==> config.mk <==
export PLATFORM = sky130hd
export DESIGN_NAME = level_to_pulse_array
export DESIGN_NICKNAME = d
export VERILOG_FILES = /design/src/rtl/ltp_pkg.sv /design/src/rtl/ltp_channel.sv /design/src/rtl/level_to_pulse_array.sv
export SDC_FILE = /design/constraint.sdc
export NUM_CORES = 1
export LEC_CHECK = 0
export BUFFER_PORTS_ARGS = -buffer_cell sky130_fd_sc_hd__buf_2
export CORE_UTILIZATION = 40
export DETAILED_ROUTE_END_ITERATION = 8
export SYNTH_ARGS = -nofsm -noshare
export SYNTH_HDL_FRONTEND = slang
export SYNTH_SLANG_ARGS = --single-unit
==> constraint.sdc <==
create_clock -name clk -period 2 [get_ports clk]
set_input_delay 0.3 -clock clk [delete_from_list [all_inputs] [get_ports clk]]
set_output_delay 0.3 -clock clk [all_outputs]
set_load 0.05 [all_outputs]
==> src/rtl/ltp_pkg.sv <==
// Shared definitions for the level-to-pulse array: per-channel edge-select
// codes and the encoding of the per-channel pulse FSM.
package ltp_pkg;

   // Edge-select codes, one 2-bit field per channel
   localparam logic [1:0] LTP_OFF  = 2'b00;
   localparam logic [1:0] LTP_RISE = 2'b01;
   localparam logic [1:0] LTP_FALL = 2'b10;
   localparam logic [1:0] LTP_BOTH = 2'b11;

   // Per-channel FSM states
   typedef enum logic {
      ST_IDLE  = 1'b0,
      ST_PULSE = 1'b1
   } ltp_state_e;

endpackage

==> src/rtl/ltp_channel.sv <==
// One channel of the level-to-pulse array: synchronises an async level,
// detects the edges selected by mode, and emits a registered pulse of
// PULSE_W cycles. Edges arriving while a pulse is running either reload
// the width (RETRIGGER=1) or are dropped and flagged in a sticky overrun.
module ltp_channel
   import ltp_pkg::*;
#(
   parameter int SYNC_STAGES = 2,
   parameter int PULSE_W     = 1,
   parameter bit RETRIGGER   = 1'b0
) (
   input  logic       clk,
   input  logic       reset,
   input  logic       level,
   input  logic [1:0] mode,
   input  logic       ovr_clr,
   output logic       pulse,
   output logic       overrun
);

   localparam int CW = $clog2(PULSE_W + 1);
   localparam logic [CW-1:0] RELOAD = CW'(PULSE_W - 1);
   localparam logic [CW-1:0] ONE    = CW'(1);

   logic [SYNC_STAGES-1:0] sync_chain;
   logic                   prev_p1;
   logic                   ls_p0;
   logic                   rise;
   logic                   fall;
   logic                   qual;
   ltp_state_e             state;
   logic [CW-1:0]          cnt;

   assign ls_p0 = sync_chain[SYNC_STAGES-1];
   assign rise  = ls_p0 & ~prev_p1;
   assign fall  = ~ls_p0 & prev_p1;

   // Synchroniser chain followed by the one-cycle-delayed copy used for edge detection
   always_ff @(posedge clk or negedge reset) begin
      if (!reset) begin
         sync_chain <= '0;
         prev_p1    <= 1'b0;
      end else begin
         sync_chain[0] <= level;
         for (int s = 1; s < SYNC_STAGES; s++) begin
            sync_chain[s] <= sync_chain[s-1];
         end
         prev_p1 <= ls_p0;
      end
   end

   // Qualify the detected edge against the edge-select of this cycle
   always_comb begin
      qual = 1'b0;
      unique case (mode)
         LTP_OFF:  qual = 1'b0;
         LTP_RISE: qual = rise;
         LTP_FALL: qual = fall;
         LTP_BOTH: qual = rise | fall;
         default:  qual = 1'b0;
      endcase
   end

   // Pulse FSM with width counter and sticky overrun; an edge during the
   // pulse never extends it unless retriggering is enabled
   always_ff @(posedge clk or negedge reset) begin
      if (!reset) begin
         state   <= ST_IDLE;
         cnt     <= '0;
         pulse   <= 1'b0;
         overrun <= 1'b0;
      end else begin
         if (ovr_clr) begin
            overrun <= 1'b0;
         end
         unique case (state)
            ST_IDLE: begin
               if (qual) begin
                  state <= ST_PULSE;
                  cnt   <= RELOAD;
                  pulse <= 1'b1;
               end
            end
            ST_PULSE: begin
               if (qual && RETRIGGER) begin
                  cnt <= RELOAD;
               end else begin
                  // A dropped edge flags overrun (set beats clear) while
                  // the running pulse keeps counting down untouched
                  if (qual) begin
                     overrun <= 1'b1;
                  end
                  if (cnt == '0) begin
                     state <= ST_IDLE;
                     pulse <= 1'b0;
                  end else begin
                     cnt <= cnt - ONE;
                  end
               end
            end
            default: begin
               state <= ST_IDLE;
               pulse <= 1'b0;
            end
         endcase
      end
   end

endmodule

==> src/rtl/level_to_pulse_array.sv <==
// N-channel level-to-pulse converter: independent channels turning async
// button/status levels into fixed-width event pulses, plus an OR of all
// pulses for a single interrupt line.
module level_to_pulse_array
   import ltp_pkg::*;
#(
   parameter int N_CH        = 4,
   parameter int SYNC_STAGES = 2,
   parameter int PULSE_W     = 1,
   parameter bit RETRIGGER   = 1'b0
) (
   input  logic              clk,
   input  logic              reset,
   input  logic [N_CH-1:0]   level,
   input  logic [2*N_CH-1:0] mode,
   input  logic [N_CH-1:0]   ovr_clr,
   output logic [N_CH-1:0]   pulse,
   output logic              any_pulse,
   output logic [N_CH-1:0]   overrun
);

   for (genvar i = 0; i < N_CH; i++) begin : g_ch
      ltp_channel #(
         .SYNC_STAGES (SYNC_STAGES),
         .PULSE_W     (PULSE_W),
         .RETRIGGER   (RETRIGGER)
      ) u_ch (
         .clk     (clk),
         .reset   (reset),
         .level   (level[i]),
         .mode    (mode[2*i+1:2*i]),
         .ovr_clr (ovr_clr[i]),
         .pulse   (pulse[i]),
         .overrun (overrun[i])
      );
   end

   // Registered pulses are combined without extra delay; zero during reset
   always_comb begin
      any_pulse = |pulse;
   end

endmodule

==> results.txt, run 1 <==
FF-to-FF path depth -> 4
# fillers -> 222
Rows -> 17
post-route ant nets -> 0
Synth Register Bits -> 24
Synth Area in Adders -> 0.0988
layout cell share with drive strength beyond 1 -> 0.321
DR vias -> 622
port bufs -> 26
mux share of post-synthesis cell area -> 0
Clock Skew -> 0.00767 ns
minimum clock period -> 1.73 ns
worst-margin pin slew -> 0.503 ns
Hold WC Path Type -> input pin to flop
element type at the critical path end -> output pin
Flop pwr share -> 0.501
CP Data Arrival Time -> 1.43 ns
endpoints failing setup -> 0
starting density of the core -> 0.441
deepest clock path buffer count -> 2
PostCTS Resize Cnt -> 0
Die X -> 52.3 µm
core area -> 2300 µm²
MaxCap Viol Count -> 0
Final Max Slew Viols -> 0
xor/xnor share of the synthesized area -> 0
drt first pass iters -> 2
CTS HTree Levels -> 1
CTS buffer count -> 3
CP max FO -> 3
die height -> 52.3 µm
Final Hold Vio Count -> 0
synthesized area per cell -> 12.2 µm²
worst-skew pair later-pin latency -> 0.31 ns
Cells after Synth -> 83
reg-to-reg slack, setup -> 0.65 ns
Sum Neg Setup Slack -> 0 ns
final WL -> 1.43 mm
top area cells in the synthesized netlist -> dfrtp_1 (59%), ha_1 (9.9%), buf_4 (5.9%)
Reg clk slew, reported paths -> 0.13 ns
vias in the first global route -> 577
CP startpoint -> g_ch[1].u_ch.pulse
Post-Syn Area -> 1010 µm²
RSZ-0062 raised after global routing -> no
Seq/Total Area, Yosys -> 0.593
Sink Count -> 24
internal power -> 0.802 mW
Compound-Gate Fraction of Synth Area -> 0.112
vias per inst -> 4.64
WL/cell -> 10.7 µm
leak pwr -> 0.626 nW
final period utilization -> 0.866
Yosys Warn Count -> 0
die area -> 2740 µm²
Antenna Cells -> 0
Clk pwr share -> 0.304
Syn-to-layout area delta -> 16.5%
r2r startpoint -> g_ch[1].u_ch.sync_chain[1]
Fmax -> 578 MHz
largest net degree at the start of global routing -> 25
initial antenna violation count -> 0
DRC viols -> 0
largest family of logic cells by synthesized area -> compound AO/OA/AOI/OAI gates
post-CTS setup buffers -> 0
area share of the largest cell type after synthesis -> 0.593
first-pass GRT wire length -> 2.42 mm
Yosys top cell by area -> dfrtp_1
pwr/cell area -> 942 nW/µm²
GRT Resource Usage Total -> 0.124
Logic pwr share -> 0.195
Synth Area in Simple Gates -> 0.0852
DP HPWL -> 1.13 mm
Worst slew margin -> 0.665
clk root buf -> clkbuf_4
num ports -> 27
Setup crit start kind -> flop
VDD IR max -> 0.000468 V
Setup CP Type -> flop to output pin
Final Net Count -> 133
placer congestion estimate -> 0.620
Sw Ratio -> 0.280
status -> finished clean
NetSw -> 0.311 mW
R2R Path End -> g_ch[1].u_ch.overrun
fin util -> 0.514
Syn Nets -> 109
CP Capture Point -> any_pulse
CP required -> 1.70 ns
Congestion Overflow GR -> 0
TritonCTS clock tree -> built
Initial DRC Count -> 1
count of cell types in the netlist -> 17
-- synthesized netlist by cell type, drive strengths merged --
cell / count
a22o: 3
nand2b: 6
dfrtp: 24
or2: 1
nor2b: 3
or4: 1
buf: 8
o21ba: 3
ha: 8
nand2: 1
a21oi: 4
and3b: 1
inv: 14
o22ai: 1
nor2: 1
a31oi: 4
-- flip-flops by register name, summed over array words and instances, names as in the netlist --
| register | flops |
|---|---|
| g_ch.u_ch.prev_p1 | 4 |
| g_ch.u_ch.state | 4 |
| g_ch.u_ch.pulse | 4 |
| g_ch.u_ch.overrun | 4 |
| g_ch.u_ch.sync_chain | 8 |
-- per-layer routing --
layer	track usage	up-vias	share of wire
met5	0	-	0
met4	0.0658	0	0.011
li1	-	308	-
met3	0.0348	2	0.049
met1	0.148	295	0.45
met2	0.203	17	0.49
-- final cells by class --
type	instances	area, µm²	area share
multi-input combinational	37	300	0.254
clock buffer	3	22.5	0.0191
clock inverter	1	30.0	0.0254
inverter	14	52.6	0.0445
timing repair buffer	27	140	0.119
tap	28	35.0	0.0297
sequential	24	601	0.508
-- layout by cell type (no fill, tap or decap), types with 3 or more instances in the layout --
cell / count
buf_2: 26
dfrtp_1: 24
inv_1: 14
ha_1: 8
nand2b_1: 6
a21oi_1: 4
a31oi_1: 3
nor2b_1: 3
a22o_1: 3
o21ba_2: 3
clkbuf_4: 3
-- power groups by stage --
stage               combinational [mW]  clock, mW  sequential (mW)
finish                           0.217      0.338            0.558
global route                     0.235      0.373            0.565
CTS                              0.220      0.351            0.559
detailed placement               0.218          0            0.569
global placement                 0.215          0            0.566
floorplan                        0.192          0            0.560
-- per-stage QoR --
| stage | total power, mW | instances | area (µm²) | hold slack [ns] | setup WS (ns) |
|---|---|---|---|---|---|
| 2_1_floorplan | 0.753 | 83 | 1010 | 0.00441 | 0.563 |
| 3_3_place_gp | 0.780 | 129 | 1120 | 0.310 | 0.624 |
| 3_5_place_dp | 0.787 | 129 | 1120 | 0.302 | 0.619 |
| 4_1_cts | 1.13 | 134 | 1180 | 0.0741 | 0.253 |
| 5_1_grt | 1.17 | 134 | 1180 | 0.0558 | 0.200 |
| 6_report | 1.11 | 134 | 1180 | 0.0865 | 0.269 |
-- worst max-delay path, stage by stage, from the launching register on --
cell and delay [ns]:
dfrtp_1 0.40, or4_1 0.50, buf_2 0.22
-- timing repair --
item / in CTS / in global routing
setup endpoints to repair: 0 / 0
hold buffers: 1 / 0
hold endpoints to repair: 24 / 0
-- worst min-delay path by stage --
stage | start | slack [ns] | end | cells past startpoint
after floorplan | reset | 0.004 | g_ch[0].u_ch.overrun | 0
after CTS | level[0] | 0.07 | g_ch[0].u_ch.sync_chain[0] | 1
final | level[0] | 0.09 | g_ch[0].u_ch.sync_chain[0] | 1
after detailed placement | reset | 0.30 | g_ch[0].u_ch.sync_chain[0] | 1
after global routing | level[0] | 0.06 | g_ch[0].u_ch.sync_chain[0] | 1
after global placement | reset | 0.31 | g_ch[0].u_ch.sync_chain[0] | 1
-- cells by family (layout without fill, tap and decap cells) --
kind of cell,count (synthesis),count (layout)
AND/OR/NAND/NOR,14,14
adder cells (fa/ha/maj),8,8
buffers and inverters,22,45
AO/OA/AOI/OAI,15,15
flip-flops,24,24
(Power assumes the default switching activity.)
==> run 2, diff against run 1 <==
--- a/config.mk
+++ b/config.mk
@@ -6,8 +6,12 @@
 export NUM_CORES = 1
 export LEC_CHECK = 0
 export BUFFER_PORTS_ARGS = -buffer_cell sky130_fd_sc_hd__buf_2
-export CORE_UTILIZATION = 40
+export CELL_PAD_IN_SITES_DETAIL_PLACEMENT = 1
+export CELL_PAD_IN_SITES_GLOBAL_PLACEMENT = 2
+export CORE_UTILIZATION = 35
+export CTS_BUF_LIST = sky130_fd_sc_hd__clkbuf_8 sky130_fd_sc_hd__clkbuf_16
 export DETAILED_ROUTE_END_ITERATION = 8
+export PLACE_DENSITY_LB_ADDON = 0.1
 export SYNTH_ARGS = -nofsm -noshare
 export SYNTH_HDL_FRONTEND = slang
 export SYNTH_SLANG_ARGS = --single-unit
==> run 2 against run 1 <==
Effect of this change:
- first-iteration DRC count grew to 10 times the previous value
- non-clock buffer count shrank 1
- via count grew 0.96%
- die area grew 14%
- global-route usage shrank 0.42 points
- critical path type unchanged
- largest power group unchanged
- clock power shrank 6%
- routed wire length grew 13%
- setup slack gained 0.054 ns
==> results.txt, run 2 (synthesis gave the netlist of run 1 again) <==
GRT Resource Usage Total -> 0.120 (-0.00418)
pwr/cell area -> 930 nW/µm² (-1.3%)
num ports -> 27 (unchanged)
most common cell after layout, fill and taps aside -> buf_2
Die X -> 55.8 µm (+6.6%)
port bufs -> 26 (unchanged)
PostCTS Resize Cnt -> 0 (unchanged)
Largest register FFs -> 8 (unchanged)
post-route ant nets -> 0 (unchanged)
layout cell share with drive strength beyond 1 -> 0.324 (+0.00305)
placer congestion estimate -> 0.601 (-3.1%)
CTS buffer count -> 3 (unchanged)
Final Net Count -> 132 (-0.75%)
Final Max Slew Viols -> 0 (unchanged)
DP Area -> 1120 µm² (+0.34%)
Final Cell Area -> 1180 µm² (-0.32%)
met2 WL -> 797 µm (+15%)
MaxCap Viol Count -> 0 (unchanged)
CP Data Arrival Time -> 1.38 ns (-0.05 ns)
M1 WL -> 714 µm (+10%)
Sink Count -> 24 (unchanged)
worst-margin pin slew -> 0.521 ns (+0.0186 ns)
Syn-to-layout area delta -> 16.2%
endpoints failing setup -> 0 (unchanged)
CP max FO -> 3 (unchanged)
VDD IR max -> 0.000585 V (+25%)
met3 routed WL -> 89 µm (+27%)
final period utilization -> 0.839 (-0.0269)
Rows -> 19 (+2)
RSZ-0062 raised after global routing -> no
# fillers -> 324 (+46%)
die area -> 3110 µm² (+14%)
multi-input logic area -> 300 µm² (unchanged)
cts hold-fix bufs -> 0 (-1)
leak pwr -> 0.622 nW (-0.54%)
Worst slew margin -> 0.652 (-0.0124)
CP required -> 1.70 ns (about the same)
core area -> 2760 µm² (+20%)
worst slack at placement -> 0.606 ns (-0.0130 ns)
Setup crit start kind -> flop
Initial DRC Count -> 10 (+9)
deepest clock path buffer count -> 2 (unchanged)
DR vias -> 628 (+0.96%)
worst-skew pair later-pin latency -> 0.26 ns (-0.05 ns)
minimum clock period -> 1.68 ns (-0.0539 ns)
Congestion Overflow GR -> 0 (unchanged)
clk root buf -> clkbuf_8
Fmax -> 596 MHz (+3.2%)
flip-flop and latch area -> 601 µm² (unchanged)
number of instances in the placed design -> 132 (+2.3%)
die height -> 55.8 µm (+6.6%)
Non-Filler Instances -> 136 (+1.5%)
Final Hold Vio Count -> 0 (unchanged)
Sum Neg Setup Slack -> 0 ns (unchanged)
TritonCTS clock tree -> built
vias per inst -> 4.62 (-0.52%)
DRC viols -> 0 (unchanged)
WL/cell -> 11.9 µm (+11%)
CTS HTree Levels -> 1 (unchanged)
fin util -> 0.427 (-0.0872)
Reg clk slew, reported paths -> 0.08 ns (-0.05 ns)
Hold WC Path Type -> input pin to asynchronous set/reset pin
post-CTS setup buffers -> 0 (unchanged)
commonest non-fill, non-tap cells in the layout -> buf_2 (26), dfrtp_1 (24), inv_1 (14), ha_1 (8), nand2b_1 (6)
vias in the first global route -> 641 (+11%)
starting density of the core -> 0.368 (-0.0737)
element type at the critical path end -> output pin
Clock Skew -> 0.00440 ns (-0.00327 ns)
Antenna Cells -> 0 (unchanged)
first-pass GRT wire length -> 2.88 mm (+19%)
initial antenna violation count -> 0 (unchanged)
DP HPWL -> 1.21 mm (+6.7%)
most flop-heavy register -> g_ch.u_ch.sync_chain
drt first pass iters -> 4 (+2)
status -> finished clean
top sig layer -> met4
PnR worst setup slack -> 0.323 ns (+0.0539 ns)
final WL -> 1.61 mm (+13%)
Setup CP Type -> flop to output pin
largest net degree at the start of global routing -> 25 (unchanged)
[run 2: worst paths after layout]
| check | cells after the start | endpoint | start | slack (ns) |
|---|---|---|---|---|
| worst max-delay path | 2 | any_pulse | g_ch[1].u_ch.pulse | 0.32 |
| min in group clk | 1 | g_ch[2].u_ch.sync_chain[0] | level[2] | 0.14 |
| worst min register to register | 0 | g_ch[3].u_ch.sync_chain[1] | g_ch[3].u_ch.sync_chain[0] | 0.35 |
| max in group asynchronous | 1 | g_ch[0].u_ch.overrun | reset | 1.65 |
| worst min-delay path | 1 | g_ch[1].u_ch.sync_chain[1] | reset | 0.004 |
| worst max register to register | 5 | g_ch[0].u_ch.state | g_ch[0].u_ch.prev_p1 | 0.64 |
[run 2: through the flow]
step	power, mW	hold WS, ns
floorplan	0.753	0.00441
global placement	0.784	0.316
detailed placement	0.790	0.312
CTS	1.12	0.0180
global route	1.16	0.0507
finish	1.10	0.00351
[run 2: where the power goes]
group          switching, mW  internal [mW]
clock network          0.143          0.175
logic                  0.150         0.0689
registers             0.0280          0.530
[run 2: routing by layer]
metal / vias to the layer above / track usage
li1: 302 / -
met4: 0 / 0.0314
met1: 306 / 0.137
met2: 18 / 0.215
met5: - / 0
met3: 2 / 0.0419
[run 2: worst max-delay path, cell delays in order, from the launching register on]
cell	delay (ns)
dfrtp_1	0.39
or4_1	0.51
buf_2	0.22
[run 2: final cells by class]
| cell class | count | share of cell area |
|---|---|---|
| well taps | 31 | 0.0329 |
| multi-input cells | 37 | 0.255 |
| flip-flops and latches | 24 | 0.510 |
| inverters | 14 | 0.0446 |
| repair buffers | 26 | 0.111 |
| clock buffers | 4 | 0.0468 |
